### config.mk
export PLATFORM = sky130hd
export DESIGN_NAME = bow_lfsr
export DESIGN_NICKNAME = d
export VERILOG_FILES = /design/src/rtl/bow_lfsr.sv
export SDC_FILE = /design/constraint.sdc
export NUM_CORES = 1
export LEC_CHECK = 0
export CAP_MARGIN = 10
export CORE_MARGIN = 10
export CORE_UTILIZATION = 48
export DETAILED_ROUTE_END_ITERATION = 16
export HOLD_SLACK_MARGIN = 0.05
export PLACE_DENSITY_LB_ADDON = 0.12
export SLEW_MARGIN = 20
export SYNTH_ARGS = -nofsm -noshare
export SYNTH_HDL_FRONTEND = slang
export SYNTH_SLANG_ARGS = --single-unit
### constraint.sdc
create_clock -name clk -period 2.2 [get_ports clk]
set_input_delay 0.66 -clock clk [delete_from_list [all_inputs] [get_ports clk]]
set_output_delay 0.66 -clock clk [all_outputs]
set_load 0.02 [all_outputs]
### src/rtl/bow_lfsr.sv
// Free-running maximal-length Fibonacci LFSR (MSB-first) producing PRBS words
// for the BOW transmitter; STEP shifts are unrolled combinationally per clock.
module bow_lfsr #(
  parameter int unsigned WIDTH = 16,
  parameter logic [31:0] SEED  = 32'h0000_ACE1,
  parameter int unsigned STEP  = 1
) (
  input  logic             clk,
  input  logic             reset_n,
  output logic [WIDTH-1:0] y
);

  function automatic logic [31:0] tap(input int unsigned pos);
    return 32'(1) << (pos - 1);
  endfunction

  // 1-based tap positions of maximal-length polynomials; zero marks unsupported.
  function automatic logic [31:0] tap_mask(input int unsigned w);
    case (w)
      3:       return tap(3)  | tap(2);
      4:       return tap(4)  | tap(3);
      5:       return tap(5)  | tap(3);
      6:       return tap(6)  | tap(5);
      7:       return tap(7)  | tap(6);
      8:       return tap(8)  | tap(6)  | tap(5)  | tap(4);
      9:       return tap(9)  | tap(5);
      10:      return tap(10) | tap(7);
      11:      return tap(11) | tap(9);
      12:      return tap(12) | tap(6)  | tap(4)  | tap(1);
      13:      return tap(13) | tap(4)  | tap(3)  | tap(1);
      14:      return tap(14) | tap(5)  | tap(3)  | tap(1);
      15:      return tap(15) | tap(14);
      16:      return tap(16) | tap(15) | tap(13) | tap(4);
      17:      return tap(17) | tap(14);
      18:      return tap(18) | tap(11);
      19:      return tap(19) | tap(6)  | tap(2)  | tap(1);
      20:      return tap(20) | tap(17);
      21:      return tap(21) | tap(19);
      22:      return tap(22) | tap(21);
      23:      return tap(23) | tap(18);
      24:      return tap(24) | tap(23) | tap(22) | tap(17);
      25:      return tap(25) | tap(22);
      26:      return tap(26) | tap(6)  | tap(2)  | tap(1);
      27:      return tap(27) | tap(5)  | tap(2)  | tap(1);
      28:      return tap(28) | tap(25);
      29:      return tap(29) | tap(27);
      30:      return tap(30) | tap(6)  | tap(4)  | tap(1);
      31:      return tap(31) | tap(28);
      32:      return tap(32) | tap(22) | tap(2)  | tap(1);
      default: return '0;
    endcase
  endfunction

  localparam logic [31:0]      TAPS32   = tap_mask(WIDTH);
  localparam logic [WIDTH-1:0] TAPS     = TAPS32[WIDTH-1:0];
  localparam logic [WIDTH-1:0] SEED_W   = SEED[WIDTH-1:0];
  localparam logic [WIDTH-1:0] SEED_EFF = (SEED_W == '0) ? WIDTH'(1) : SEED_W;

  if (TAPS32 == '0 || STEP < 1 || STEP > WIDTH) begin : g_bad_param
    $error("bow_lfsr: unsupported WIDTH or STEP");
  end

  logic [WIDTH-1:0] lfsr_q;
  logic [WIDTH-1:0] lfsr_nxt;

  always_comb begin
    lfsr_nxt = lfsr_q;
    for (int unsigned i = 0; i < STEP; i++) begin
      lfsr_nxt = {lfsr_nxt[WIDTH-2:0], ^(lfsr_nxt & TAPS)};
    end
  end

  // All-zero is the one state the shift cannot leave, so it reloads the seed.
  always_ff @(posedge clk) begin
    if (!reset_n) begin
      lfsr_q <= SEED_EFF;
    end else if (lfsr_q == '0) begin
      lfsr_q <= SEED_EFF;
    end else begin
      lfsr_q <= lfsr_nxt;
    end
  end

  assign y = lfsr_q;

endmodule

==> metrics.md <==
| Metric | Value |
|---|---|
| Status | finished, final reports clean |
| GRT overflow | 0 |
| Syn avg cell area | 11.5 sq um |
| RSZ-0062 raised after global routing | false |
| Vias per cell | 4.49 |
| Min-Delay Path Class | reg -> reg |
| Synthesized area | 669 sq um |
| Worst path depth | 1 |
| Ys Warns | 0 |
| Initial antenna violation count | 0 |
| Final Max Tran Viols | 0 |
| Num ports | 18 |
| Area delta synth->final | 17.9% |
| Pwr Total | 0.632 mW |
| VDD IR max | 0.491 mV |
| Gp weighted congestion | 0.710 |
| CP Max Fanout | 4 |
| Required time of the critical path | 1.54 ns |
| Wirelength per Cell | 13.3 microns |
| CTS buffer count | 3 |
| FF-to-FF Start | y[14]$_SDFF_PP0_ |
| Primary FF master, synth | dfxtp_1 |
| Pwr dens | 801 nW/um^2 |
| Initial drt markers | 8 |
| Initial core utilization | 0.514 |
| CP max stage cell | clkdlybuf4s50_1 |
| Buffers on Ports | 17 |
| Die width | 57.3 microns |
| Slowest stage delay, CP | 0.65 ns |
| Bufs on Longest Clock Path | 2 |
| Final hold vios | 0 |
| Final wirelength | 1.06 mm |
| CP arrival | 1.39 ns |
| Wire length of the first global-routing pass | 1.75 mm |
| # DRC | 0 |
| Worst-path cell chain | clkdlybuf4s50_1 |
| Fin crit share | 0.930 |
| Final core utilization | 0.607 |
| Postcts setup bufs | 0 |
| Post-Syn Nets | 61 |
| Cells on worst reg2reg path | 5 |
| Leading post-synthesis cells by cell area | dfxtp_1, buf_4, and2_1 |
| Sequential element share of the synthesized area | 0.479 |
| Top delay family on crit path | buffers and inverters |
| Skew-Pair Late Insertion Delay | 0.28 ns |
| Top post-synthesis cells by count | dfxtp_1, buf_4, and2_1 |
| First drt pass iteration count | 4 |
| Leak pwr | 0.309 nW |
| Worst-margin pin slew | 0.326 ns |
| Critical path endpoint category | primary output |
| Async S/R FF share, synth | 0 |
| Largest net degree at the start of global routing | 10 |
| Core Box Area | 1300 sq um |
| Reg clk slew, reported paths | 0.10 ns |
| Crit path launch type | register |
| H-tree Lvls | 1 |
| Nets@finish | 69 |
| Maxcap violations | 0 |
| Max Fclk | 489 MHz |
| Crit. Startpoint | y[12]$_SDFF_PP0_ |
| Worst r2r dst | y[0]$_SDFF_PP1_ |
| Hold Buf Count CTS | 0 |
| Worst slack, placed | 0.461 ns |
| Slew HR | 0.781 |
| Vias in the first global route | 352 |
| Max reg flops | 16 |
| Final count of negative-setup-slack endpoints | 0 |
| Final setup TNS | 0 ns |
| Worst reg2reg setup slack | 0.96 ns |
| Final hold slack | 0.467 ns |
| CTS tree | done |
| Buffer and inverter count on the worst path | 1 |
| Post-cts resize count | 0 |
| Root Driver | clkbuf_4 |
| Synthesis-stage register bit count | 16 |
| Crit path time final | 2.05 ns |
| Clk sinks | 16 |
| Via Count | 359 |
| Dpl hpwl | 810 microns |
| All-Layer GR Usage | 0.0689 |
| Top-count cell post-synth | dfxtp_1 |
| Critical path endpoint | y[12] |
| Antenna viol nets, final | 0 |
| Critical path class | reg -> out |
| Syn Inst Count | 58 |
| Site row count | 13 |
| Number of enable flip-flop cells after synthesis | 0 |
| Worst hold stages | 2 |
| Final setup margin | 0.154 ns |
| Netlist cell types | 14 |
| Die area | 3290 sq um |
| Ant diodes | 0 |
| Worst Skew | 0.00142 ns |
| Die Ht | 57.3 microns |
| Cell taking the most area after synthesis | dfxtp_1 |
| Synth top area share | 0.479 |
| Layout cell share with drive strength beyond 1 | 0.154 |
-- layer usage --
layer  wire (microns)  GRT usage  vias up
li1                 -          -      182
met1              469     0.0815      162
met2              450     0.0844       11
met3              116     0.0465        4
met4               27     0.0503        0
met5                0          0        -
-- report_power, final --
| part | switching (mW) | internal [mW] | total (mW) |
|---|---|---|---|
| registers | 0.0220 | 0.310 | 0.332 |
| clock network | 0.0935 | 0.101 | 0.194 |
| logic | 0.0495 | 0.0563 | 0.106 |
| total | 0.165 | 0.467 | 0.632 |
-- through the flow --
stage	area, sq um	cells
5_1_grt	790	80
2_1_floorplan	669	58
4_1_cts	790	80
3_3_place_gp	753	76
6_report	790	80
3_5_place_dp	753	76
-- cell families after synthesis --
logic type               count (synthesis)  synth area share
XOR/XNOR                                 2            0.0262
adder cells (fa/ha/maj)                  1            0.0187
AO/OA/AOI/OAI                            1            0.0411
flip-flops                              16             0.479
buffers and inverters                   18             0.185
AND/OR/NAND/NOR                         20             0.250
-- layout make-up --
| cell class | instances | area (sq um) |
|---|---|---|
| tap | 15 | 18.8 |
| clock buffer | 4 | 36.3 |
| inverter | 3 | 11.3 |
| fill | 114 | 512 |
| multi-input combinational | 24 | 225 |
| timing repair buffer | 18 | 178 |
| sequential | 16 | 320 |
-- worst min path at each step --
stage	startpoint	slack, ns	end
3_3_place_gp	y[14]$_SDFF_PP0_	0.44	y[15]$_SDFF_PP1_
2_1_floorplan	y[14]$_SDFF_PP0_	0.42	y[15]$_SDFF_PP1_
5_1_grt	y[10]$_SDFF_PP1_	0.52	y[11]$_SDFF_PP1_
4_1_cts	y[14]$_SDFF_PP0_	0.47	y[15]$_SDFF_PP1_
3_5_place_dp	y[14]$_SDFF_PP0_	0.45	y[15]$_SDFF_PP1_
6_report	y[14]$_SDFF_PP0_	0.47	y[15]$_SDFF_PP1_
-- placed cells by master, fill, tap and decap left out, types with 2 or more instances in the layout --
cell type	count
nor4_4	2
and2_1	7
clkdlybuf4s50_1	17
inv_1	3
clkbuf_4	3
dfxtp_1	16
nand2b_1	6
nand2_1	2
Power figures use the tool's default switching activity.
==> RTL edit 1 (same flow settings) <==
Set the parameter `WIDTH` to 24 (it was 16).
--- a/src/rtl/bow_lfsr.sv
+++ b/src/rtl/bow_lfsr.sv
@@ -3,3 +3,3 @@
 module bow_lfsr #(
-  parameter int unsigned WIDTH = 16,
+  parameter int unsigned WIDTH = 24,
   parameter logic [31:0] SEED  = 32'h0000_ACE1,
Interface: changed (resized y); port bits go from 18 to 26. No check against the original RTL was run, so the function may have changed too.
==> RTL edit 1 against the original RTL <==
  * Design area increased by 41%
  * Sequential share of layout area increased by 2.7 points
  * Critical path depth unchanged
  * Area after synthesis increased by 44%
  * Sequential cell count increased by 8
  * Routed wire length increased by 56%
  * Worst setup slack improved by 0.034 ns
  * Total power increased by 26%
  * Synthesized cell count increased by 60%
==> RTL edit 1: results (changes against the original RTL) <==
[run_status]
status=finished clean

[power]
leakage_uw=0.000436  ; +41%
peakVddDrop_mv=0.497  ; +1.1%

[route]
drtIter0Drc=6  ; -2
routed_via_density=4.55  ; +1.4%
drt-pass1-iter-count=3  ; -1
wl_um=1660  ; +56%

[clock_network]
ctsResizeCount=0  ; unchanged
clockBufferDepth=2  ; unchanged
cts_max_level=1  ; unchanged
path_clk_slew_ns=0.12  ; +0.02 ns
postCtsSetupBuffers=0  ; unchanged
cts_buffers=3  ; unchanged
clk_latency_ns=0.30  ; +0.02 ns
cts-root-buf=clkbuf_4

[worst_hold_path]
min_path_cells=1  ; -1
hold_class=reg2reg
min_to=y[14]
min_from=y[13]

[worst_setup_path]
worstPathMaxFanout=4  ; unchanged
r2r_slack_ns=0.80  ; -0.16 ns
reg2reg_depth=5  ; unchanged
slowest_delay_ns=0.63  ; -0.02 ns
critPathSlowestCell=clkdlybuf4s50_1
worstReg2RegEnd=y[23]
timing.rr.start=y[22]
crit_arrival_ns=1.35  ; -0.04 ns
crit_family=buffers and inverters

[finish]
diodes=0  ; unchanged
largest_reg_flops=24  ; +8
final_layout_size_suffix_gt1_share_pct=10.2  ; -5.2 points
final_net_count=102  ; +48%

[synth]
synth_area_leaders=dfxtp_1 50%, buf_4 18%, and2_1 9.1%
syn-num-nets=96  ; +57%
synth-seq-area-share_pct=49.9  ; +2.0 points
async_flop_share_pct=0  ; unchanged
netlist_top_cells_count=24 x dfxtp_1, 23 x buf_4, 14 x and2_1
ys_warn_count=0  ; unchanged
synthDistinctLibCells=19  ; +5

[global_route]
grt_max_degree=25  ; +15
first_global_vias=573  ; +63%
grt.total_usage_pct=8.56  ; +1.7 points
antenna_found_initial=0  ; unchanged
grt_pass1_wl_um=2820  ; +61%

[sta]
tightest_slew_ns=0.288  ; -0.0378 ns
clock_skew_ns=0.00157  ; +0.000150 ns
hold_slack_ns=0.494  ; +0.0272 ns

[placement]
gp_congestion=0.717  ; +1.0%
port-buffer-count=25  ; +8
hpwl_um=1260  ; +56%

[RTL edit 1: cell types whose count changed in the layout (fill, tap and decap cells not counted), sizes merged, moves of 2 or more]
cell,change
o21ai,+7
nand2b,-6
dfxtp,+8
nor4,+2
and2,+7
nor2b,+7
clkdlybuf4s50,+8
[RTL edit 1: kinds of logic (layout without fill, tap and decap cells)]
| kind of cell | count (synthesis) | in the layout | share of synthesized area (%) |
|---|---|---|---|
| xor+xnor | 2 | 2 | 1.82 |
| flops | 24 | 24 | 49.9 |
| simple gates | 30 | 30 | 22.1 |
| buf+inv | 27 | 32 | 19.5 |
| fa+ha+maj | 1 | 1 | 1.30 |
| compound gates | 9 | 9 | 5.45 |
[RTL edit 1: layout make-up]
class	count	area, µm²
Fill cell	188	831
Sequential cell	24	480
Multi-Input combinational cell	42	295
Timing Repair Buffer	26	258
Clock buffer	4	36.3
Tap cell	27	33.8
Inverter	2	7.51
[RTL edit 1: stage by stage]
stage | util [%] | instances | worst slack [ns] | instance area (µm²)
finish | 57.2 | 125 | 0.188 | 1110
global route | 57.2 | 125 | 0.109 | 1110
CTS | 57.2 | 125 | 0.160 | 1110
detailed placement | 55.3 | 121 | 0.516 | 1070
floorplan | - | 93 | 0.923 | 963
global placement | 55.3 | 121 | 0.507 | 1070
[RTL edit 1: layer usage]
layer	track usage [%]	wire length, µm	share of wire [%]	up-vias
met1	9.85	735	44	264
met3	4.30	160	9.7	2
met4	5.61	17	1.0	0
li1	-	-	-	290
met2	12.2	745	45	13
met5	0	0	0	-
[RTL edit 1: power breakdown]
group,internal (µW),total [µW],switching [µW]
Clock,101,224,123
Combinational,53.5,101,48.0
Sequential,456,474,17.9
Total,611,800,189
[RTL edit 1: how the worst max path moves through the flow]
stage,to,from,cells after the start
after floorplan,y[23],y[23],5
after global placement,y[10],reset_n,4
after detailed placement,y[15],reset_n,4
after CTS,y[16],y[16],1
after global routing,y[16],y[16],1
final,y[16],y[16],1
==> RTL edit 2 (same settings) <==
Without the edit above. Put one more register stage on the output `y`, cleared by the reset. The value now appears one clock later.
--- a/src/rtl/bow_lfsr.sv
+++ b/src/rtl/bow_lfsr.sv
@@ -83,3 +83,9 @@
 
-  assign y = lfsr_q;
+  always_ff @(posedge clk) begin
+    if (!reset_n) begin
+      y <= '0;
+    end else begin
+      y <= lfsr_q;
+    end
+  end
 
Function: changed (a bounded check fails within 4 cycles, from zero or initial values and one cycle with reset_n low).
==> RTL edit 2 against the original RTL <==
  * Worst setup slack improved by 0.14 ns
  * Area after synthesis increased by 47%
  * Design area increased by 60%
  * Largest cell class unchanged
  * Sequential cell count increased by 16
  * Via count increased by 53%
  * Total power increased by 87%
  * Global-route usage increased by 1.6 points
  * Highest routed layer unchanged
  * Non-clock buffer count unchanged
  * Routed wire length increased by 44%
==> RTL edit 2: results (changes against the original RTL) <==
[placement]
dp.cells=120  ; +58%
gp_congestion=0.694  ; -2.2%
hpwl_um=1120  ; +39%

[global_route]
grt_max_degree=23  ; +13
first_global_vias=591  ; +68%
grt.total_usage_pct=8.47  ; +1.6 points
antenna_found_initial=0  ; unchanged
grt_pass1_wl_um=2640  ; +51%

[route]
routed_via_density=4.29  ; -4.4%
drtIter0Drc=5  ; -3
via_count=549  ; +53%
post_drt_wl_per_cell_um=12.0  ; -9.9%
drt-pass1-iter-count=4  ; unchanged

[synth]
synthDistinctLibCells=16  ; +2
synth-seq-area-share_pct=65.3  ; +17 points
syn-num-nets=80  ; +31%
netlist_top_cells_count=32 x dfxtp_1, 20 x and2_1, 6 x nand2b_1
synth_area_leaders=dfxtp_1 65%, and2_1 13%, nor4_4 4.3%
syn_inst=77  ; +33%

[clock_network]
cts_max_level=2  ; +1
postCtsSetupBuffers=0  ; unchanged
cts_buffers=5  ; +2
clk_latency_ns=0.32  ; +0.04 ns

[worst_setup_path]
slowest_delay_ns=0.60  ; -0.05 ns
crit_arrival_ns=1.25  ; -0.14 ns
worstPathMaxFanout=1  ; -3
critPathSlowestCell=clkdlybuf4s50_1

[power]
leakage_uw=0.000500  ; +62%
sw_frac_of_total_pct=22.4  ; -3.7 points
peakVddDrop_mv=0.695  ; +41%

[finish]
final_net_count=103  ; +49%
top_regs=lfsr_q: 16 flops, y: 16 flops
fill_cells=194  ; +70%
final_layout_size_suffix_gt1_share_pct=14.9  ; -0.53 points

[worst_hold_path]
min_path_cells=2  ; unchanged
hold_class=reg2reg

[sta]
clock_skew_ns=0.00724  ; +0.00583 ns
maxSlewHeadroom_pct=78.5  ; +0.34 points

[run_status]
status=finished clean

==> RTL edit 2: cell count changes after synthesis, sizes merged <==
cell    delta
and2      +14
buf       -15
clkbuf     +2
dfxtp     +16
nor2       +2
==> RTL edit 2: layer usage <==
layer	global-route usage [%]	share of wire, %	vias up
met3	6.78	11	2
li1	-	-	285
met4	6.42	1.0	0
met5	0	0	-
met2	13.3	50	16
met1	6.99	38	246
==> RTL edit 2: cell type report <==
class / count / area [µm²] / area share [%]
timing repair buffer: 18 / 178 / 14.1
inverter: 3 / 11.3 / 0.893
clock buffer: 6 / 41.3 / 3.27
tap: 27 / 33.8 / 2.68
sequential: 32 / 641 / 50.8
multi-input combinational: 40 / 322 / 25.5
clock inverter: 2 / 35.0 / 2.78
==> RTL edit 2: final timing paths <==
| path | to | from | slack [ns] |
|---|---|---|---|
| min reg2reg | lfsr_q[15] | lfsr_q[14] | 0.45 |
| max | y[1] | y[1] | 0.29 |
| min | lfsr_q[15] | lfsr_q[14] | 0.45 |
| max reg2reg | lfsr_q[10] | lfsr_q[15] | 0.99 |
==> RTL edit 2: logic make-up after synthesis <==
kind of cell	share of synthesized area, %
AOI/OAI and AO/OA	2.81
and+or+nand+nor	26.9
DFF	65.3
buffers and inverters	1.91
adders and majority gates	1.28
xor gates and xnor gates	1.79
==> RTL edit 2: tightest hold or removal path: cells and delay by family (launching register included) <==
family        cells  cell delay, ns
flops             1            0.31
buf+inv           1            0.06
simple gates      1            0.05
==> RTL edit 2: through the flow <==
step	setup WS (ns)	power [µW]	utilization, %	cell area, µm²
finish	0.290	1180	64.3	1260
global route	0.220	1230	64.3	1260
CTS	0.266	1200	64.3	1260
detailed placement	0.465	771	60.4	1180
global placement	0.477	769	60.4	1180
floorplan	1.08	720	-	981
==> RTL edit 2: power by group through the flow <==
stage / sequential, µW / clock, µW / combinational [µW]
6_report: 643 / 426 / 112
5_1_grt: 648 / 462 / 122
4_1_cts: 644 / 437 / 115
3_5_place_dp: 657 / 0 / 114
3_3_place_gp: 656 / 0 / 113
2_1_floorplan: 675 / 0 / 45.5
